`config.mk`:
```
export PLATFORM = sky130hd
export DESIGN_NAME = memory_fifo_ctrl
export DESIGN_NICKNAME = d
export VERILOG_FILES = /design/src/rtl/memory_fifo_ctrl.sv
export SDC_FILE = /design/constraint.sdc
export NUM_CORES = 1
export LEC_CHECK = 0
export CORE_MARGIN = 4
export CORE_UTILIZATION = 49
export CTS_BUF_LIST = sky130_fd_sc_hd__clkbuf_16
export DETAILED_ROUTE_END_ITERATION = 10
export PLACE_DENSITY = 0.9
export SLEW_MARGIN = 20
export SYNTH_ARGS = -nofsm -noshare
export SYNTH_HDL_FRONTEND = slang
export SYNTH_SLANG_ARGS = --single-unit
```
`constraint.sdc`:
```
create_clock -name clk -period 6.37 [get_ports clk]
set_input_delay 1.274 -clock clk [delete_from_list [all_inputs] [get_ports clk]]
set_output_delay 1.274 -clock clk [all_outputs]
set_load 0.005 [all_outputs]
```
`src/rtl/memory_fifo_ctrl.sv`:
```
// 16-entry FIFO controller wrapped around an external latch memory with a fixed read latency.
// Pushes become registered write strobes; a small read FSM fetches the head entry and holds it on the pop port.
module memory_fifo_ctrl #(
  parameter int ADDR_W = 4,
  parameter int DATA_W = 8,
  parameter int RD_LAT = 2
) (
  input  logic              clk,
  input  logic              reset,
  input  logic              push_valid,
  output logic              push_ready,
  input  logic [DATA_W-1:0] push_data,
  output logic              pop_valid,
  input  logic              pop_ready,
  output logic [DATA_W-1:0] pop_data,
  output logic              mem_write,
  output logic              mem_read,
  output logic              mem_activate,
  output logic [ADDR_W-1:0] mem_addrin,
  output logic [ADDR_W-1:0] mem_addrout,
  output logic [DATA_W-1:0] mem_datain,
  input  logic [DATA_W-1:0] mem_dataout,
  input  logic              mem_error,
  output logic              full,
  output logic              empty,
  output logic [ADDR_W:0]   count,
  output logic              err
);

  localparam int DEPTH = 2 ** ADDR_W;
  localparam logic [ADDR_W:0]   DEPTH_C = (ADDR_W + 1)'(DEPTH);
  localparam logic [ADDR_W:0]   CNT_ONE = (ADDR_W + 1)'(1);
  localparam logic [ADDR_W-1:0] PTR_ONE = ADDR_W'(1);
  localparam logic [2:0]        LAT_C   = 3'(RD_LAT);

  typedef enum logic [1:0] {IDLE, WAIT, HOLD} state_t;

  state_t            state, state_nxt;
  logic [ADDR_W-1:0] wr_ptr, rd_ptr;
  logic              wr_pend;
  logic [2:0]        lat;
  logic [ADDR_W:0]   pend_ext;
  logic              push_acc, pop_hs, rd_start, capture;

  assign full       = (count == DEPTH_C);
  assign empty      = (count == '0);
  assign push_ready = !full;
  assign pop_valid  = (state == HOLD);
  assign push_acc   = push_valid && push_ready;
  assign pop_hs     = (state == HOLD) && pop_ready;
  assign pend_ext   = {{ADDR_W{1'b0}}, wr_pend};

  // An entry whose write strobe is still on the bus is not yet readable.
  always_comb begin
    state_nxt = state;
    rd_start  = 1'b0;
    capture   = 1'b0;
    case (state)
      IDLE: begin
        if (count > pend_ext) begin
          state_nxt = WAIT;
          rd_start  = 1'b1;
        end
      end
      WAIT: begin
        if (lat == '0) begin
          state_nxt = HOLD;
          capture   = 1'b1;
        end
      end
      HOLD: begin
        if (pop_ready) state_nxt = IDLE;
      end
      default: state_nxt = IDLE;
    endcase
  end

  always_ff @(posedge clk) begin
    if (reset) begin
      state        <= IDLE;
      wr_ptr       <= '0;
      rd_ptr       <= '0;
      wr_pend      <= 1'b0;
      count        <= '0;
      lat          <= '0;
      err          <= 1'b0;
      mem_write    <= 1'b0;
      mem_read     <= 1'b0;
      mem_activate <= 1'b0;
      mem_addrin   <= '0;
      mem_addrout  <= '0;
      mem_datain   <= '0;
      pop_data     <= '0;
    end else begin
      state        <= state_nxt;
      mem_write    <= push_acc;
      wr_pend      <= push_acc;
      mem_addrin   <= push_acc ? wr_ptr : '0;
      mem_datain   <= push_acc ? push_data : '0;
      mem_read     <= rd_start;
      mem_addrout  <= rd_start ? rd_ptr : '0;
      mem_activate <= push_acc || rd_start;
      if (push_acc) wr_ptr <= wr_ptr + PTR_ONE;
      if (pop_hs)   rd_ptr <= rd_ptr + PTR_ONE;
      if (push_acc && !pop_hs)      count <= count + CNT_ONE;
      else if (!push_acc && pop_hs) count <= count - CNT_ONE;
      // lat counts down the memory latency starting in the cycle mem_read is high.
      if (rd_start)                          lat <= LAT_C;
      else if (state == WAIT && lat != '0)   lat <= lat - 3'd1;
      if (capture) begin
        pop_data <= mem_dataout;
        err      <= err | mem_error;
      end
    end
  end

endmodule

```
==> run_results.csv <==
group,metric,value,unit
drt,vias_per_cell,4.970,
sta,fin_crit_sh,0.5389,
flow_run,maxCapViolCount,0,
clock_tree,cts_root_buf,"clkbuf_16",
layout,area_growth,41.64,%
synth,ys.flop_type,"dfxtp_1",
floorplan,rows,21,
critical_path,crit_type,"in2reg",
grt,grt_pass1_wl,7044,um
sta,rsz0062_at_grt,"no",
place,port_buffers,57,
sta,maxSlewViolCount,0,
place,dpl.hpwl,2934,um
grt,grtUsageMet1,0.1929,
grt,gr-usage-met2,0.3528,
synth,synth_area_per_cell,9.465,um^2
floorplan,die_w,69.06,um
synth,ys_seq_area_frac,0.5041,
synth,synth_fa_ha_area_frac,0.07260,
critical_path,arrival,3.60,ns
drt,routed_wl,4171,um
grt,gr-max-usage-layer,"met2",
critical_path,required,6.54,ns
sta,setup_violations,0,
power,p_per_area,410.9,mW/mm^2
drt,vias,1476,
synth,synth_compound_area_frac,0.09178,
clock_tree,cts_tree,"yes",
synth,synth_top_family_by_area,"simple AND/OR/NAND/NOR gates",
layout,final_common_cell,"clkdlybuf4s50_1",
layout,diodes,0,
sta,slew_headroom,0.6812,
grt,use_met3,0.04360,
sta,tns,0,ns
grt,grtUsageTotal,0.1853,
sta,tightest_slew,0.4777,ns
sta,fin_crit,3.433,ns
synth,synth-edff-count,0,
min_path,min_path_type,"reg2reg",
drt,drc,0,
grt,grt_overflow_total,0,
grt,grt_start_max_net_pins,34,
clock_tree,clock_sinks,46,
synth,syn-num-nets,224,
grt,grt_pass1_vias,1507,
clock_tree,cts_buffers,5,
power,power.leakage,1.036,nW
layout,layout-drive-gt1-share,0.08367,
synth,synthArstFlopShare,0,
drt,drt_iter0_drc,50,
clock_tree,post_cts_resized,0,
synth,synthMuxAreaShare,0.01712,
drt,first_pass_iters,4,
floorplan,core_area,0.003468,mm^2
floorplan,die_h,69.06,um
drt,avgRoutedWirePerCell,14.04,um
synth,synthXorXnorAreaFrac,0.04315,
layout,layout_common_cells,"clkdlybuf4s50_1, dfxtp_1, nand2_1",
grt,antenna_found_initial,0,
clock_tree,ctsHoldBuffers,0,
synth,yosys_warnings,0,
synth,syn-cell-area,0.001827,mm^2
clock_tree,path_clk_slew,0.06,ns
synth,synth-simple-area-share,0.2342,
outcome,status,"complete, no violations",
sta,finalClockSkew,0.003463,ns
power,finalPower,1.063,mW
critical_path,critPathMaxFanout,5,
place,gp_congestion,0.7882,
clock_tree,clk_latency,0.28,ns
layout,nNetsFinal,282,
critical_path,crit_path_end_kind,"register",
power,vdd_ir_drop_max,352.4,uV
synth,syn_inst,193,
clock_tree,cts_setup_buffers,0,
critical_path,start_kind,"primary input",
clock_tree,cts.path.max_buffers,2,
synth,synth.distinct_cells,35,
sta,fmax,291.3,MHz
clock_tree,htreeDepth,2,
floorplan,pin_count,58,
synth,ys_seq_elements,46,
sta,finalHoldViolCount,0,
floorplan,start_util,0.5267,
floorplan,dieArea,0.004769,mm^2
drt,antenna_left,0,
-- metal layers --
metal / up-vias / share of wire / wire length (um)
li1: 748 / - / -
met1: 698 / 0.41 / 1698
met2: 24 / 0.55 / 2274
met3: 6 / 0.029 / 123
met4: 0 / 0.018 / 76
met5: - / 0 / 0
-- Yosys cell counts (2+ instances only) --
cell       n  area, um^2
dfxtp_1   46       920.9
nand2_1   25       93.84
nor2_1    21       78.83
a21oi_1   18       90.09
and2_4     9       78.83
ha_1       9       112.6
inv_1      9       33.78
and2_1     8       50.05
xnor2_1    5       43.79
clkbuf_1   4       15.01
xor2_1     4       35.03
nor2b_1    3       18.77
or3_1      3       18.77
a31oi_1    2       12.51
buf_1      2       7.510
mux2i_1    2       20.02
nand2b_1   2       12.51
nand4_1    2       12.51
nor3_1     2       10.01
nor4_1     2       12.51
-- final timing paths --
check	startpoint	endpoint	slack, ns	depth (start not counted)
setup / recovery	pop_ready	count[4]$_SDFFE_PP0P_	2.94	10
hold / removal	pop_data[0]$_SDFFE_PP0P_	pop_data[0]$_SDFFE_PP0P_	0.45	2
setup reg to reg	count[0]$_SDFFE_PP0P_	count[4]$_SDFFE_PP0P_	3.44	10
hold reg to reg	pop_data[0]$_SDFFE_PP0P_	pop_data[0]$_SDFFE_PP0P_	0.45	2
-- kinds of logic after synthesis --
logic type / Yosys count
simple gates: 82
flops: 46
compound gates: 27
buf+inv: 16
fa+ha+maj: 10
xor+xnor: 9
mux: 3
-- worst max-delay path, cell delays in order --
cell and delay (ns):
clkdlybuf4s50_1 0.47, and3b_1 0.27, inv_1 0.09, ha_1 0.20, inv_1 0.15, ha_1 0.30
a21oi_1 0.22, a211oi_1 0.10, a31oi_1 0.17, mux2_2 0.36
-- final cells by class --
type                    count  area [um^2]
well taps                  46        57.56
clock inverters             2        33.78
repair buffers             58        578.1
multi-input cells         131        838.3
inverters                   9        33.78
clock buffers               5        125.1
flip-flops and latches     46        920.9
fillers                   263        880.8
-- through the flow --
stage                     utilization  hold slack, ns  area, um^2  worst slack, ns  cells
after floorplan                     -          0.4504        1827            3.263    193
after global placement         0.7002          0.4412        2429            2.778    290
after detailed placement       0.7002          0.4498        2429            2.688    290
after CTS                      0.7460          0.4573        2587            2.949    297
after global routing           0.7460          0.4881        2587            2.784    297
final                          0.7460          0.4550        2587            2.937    297
-- report_power, final --
| group | switching, mW | total (mW) | internal [mW] | leakage [nW] |
|---|---|---|---|---|
| Clock | 0.0993 | 0.281 | 0.181 | 0.0773 |
| Combinational | 0.184 | 0.392 | 0.208 | 0.583 |
| Sequential | 0.0511 | 0.391 | 0.340 | 0.376 |
-- sequential cells by signal, indices dropped and copies added, names as in the netlist, 2 cells and up --
register	count
pop_data	8
mem_addrin	4
count	5
mem_addrout	4
rd_ptr	4
mem_datain	8
wr_ptr	4
lat	3
state	2
Power figures use the tool's default switching activity.
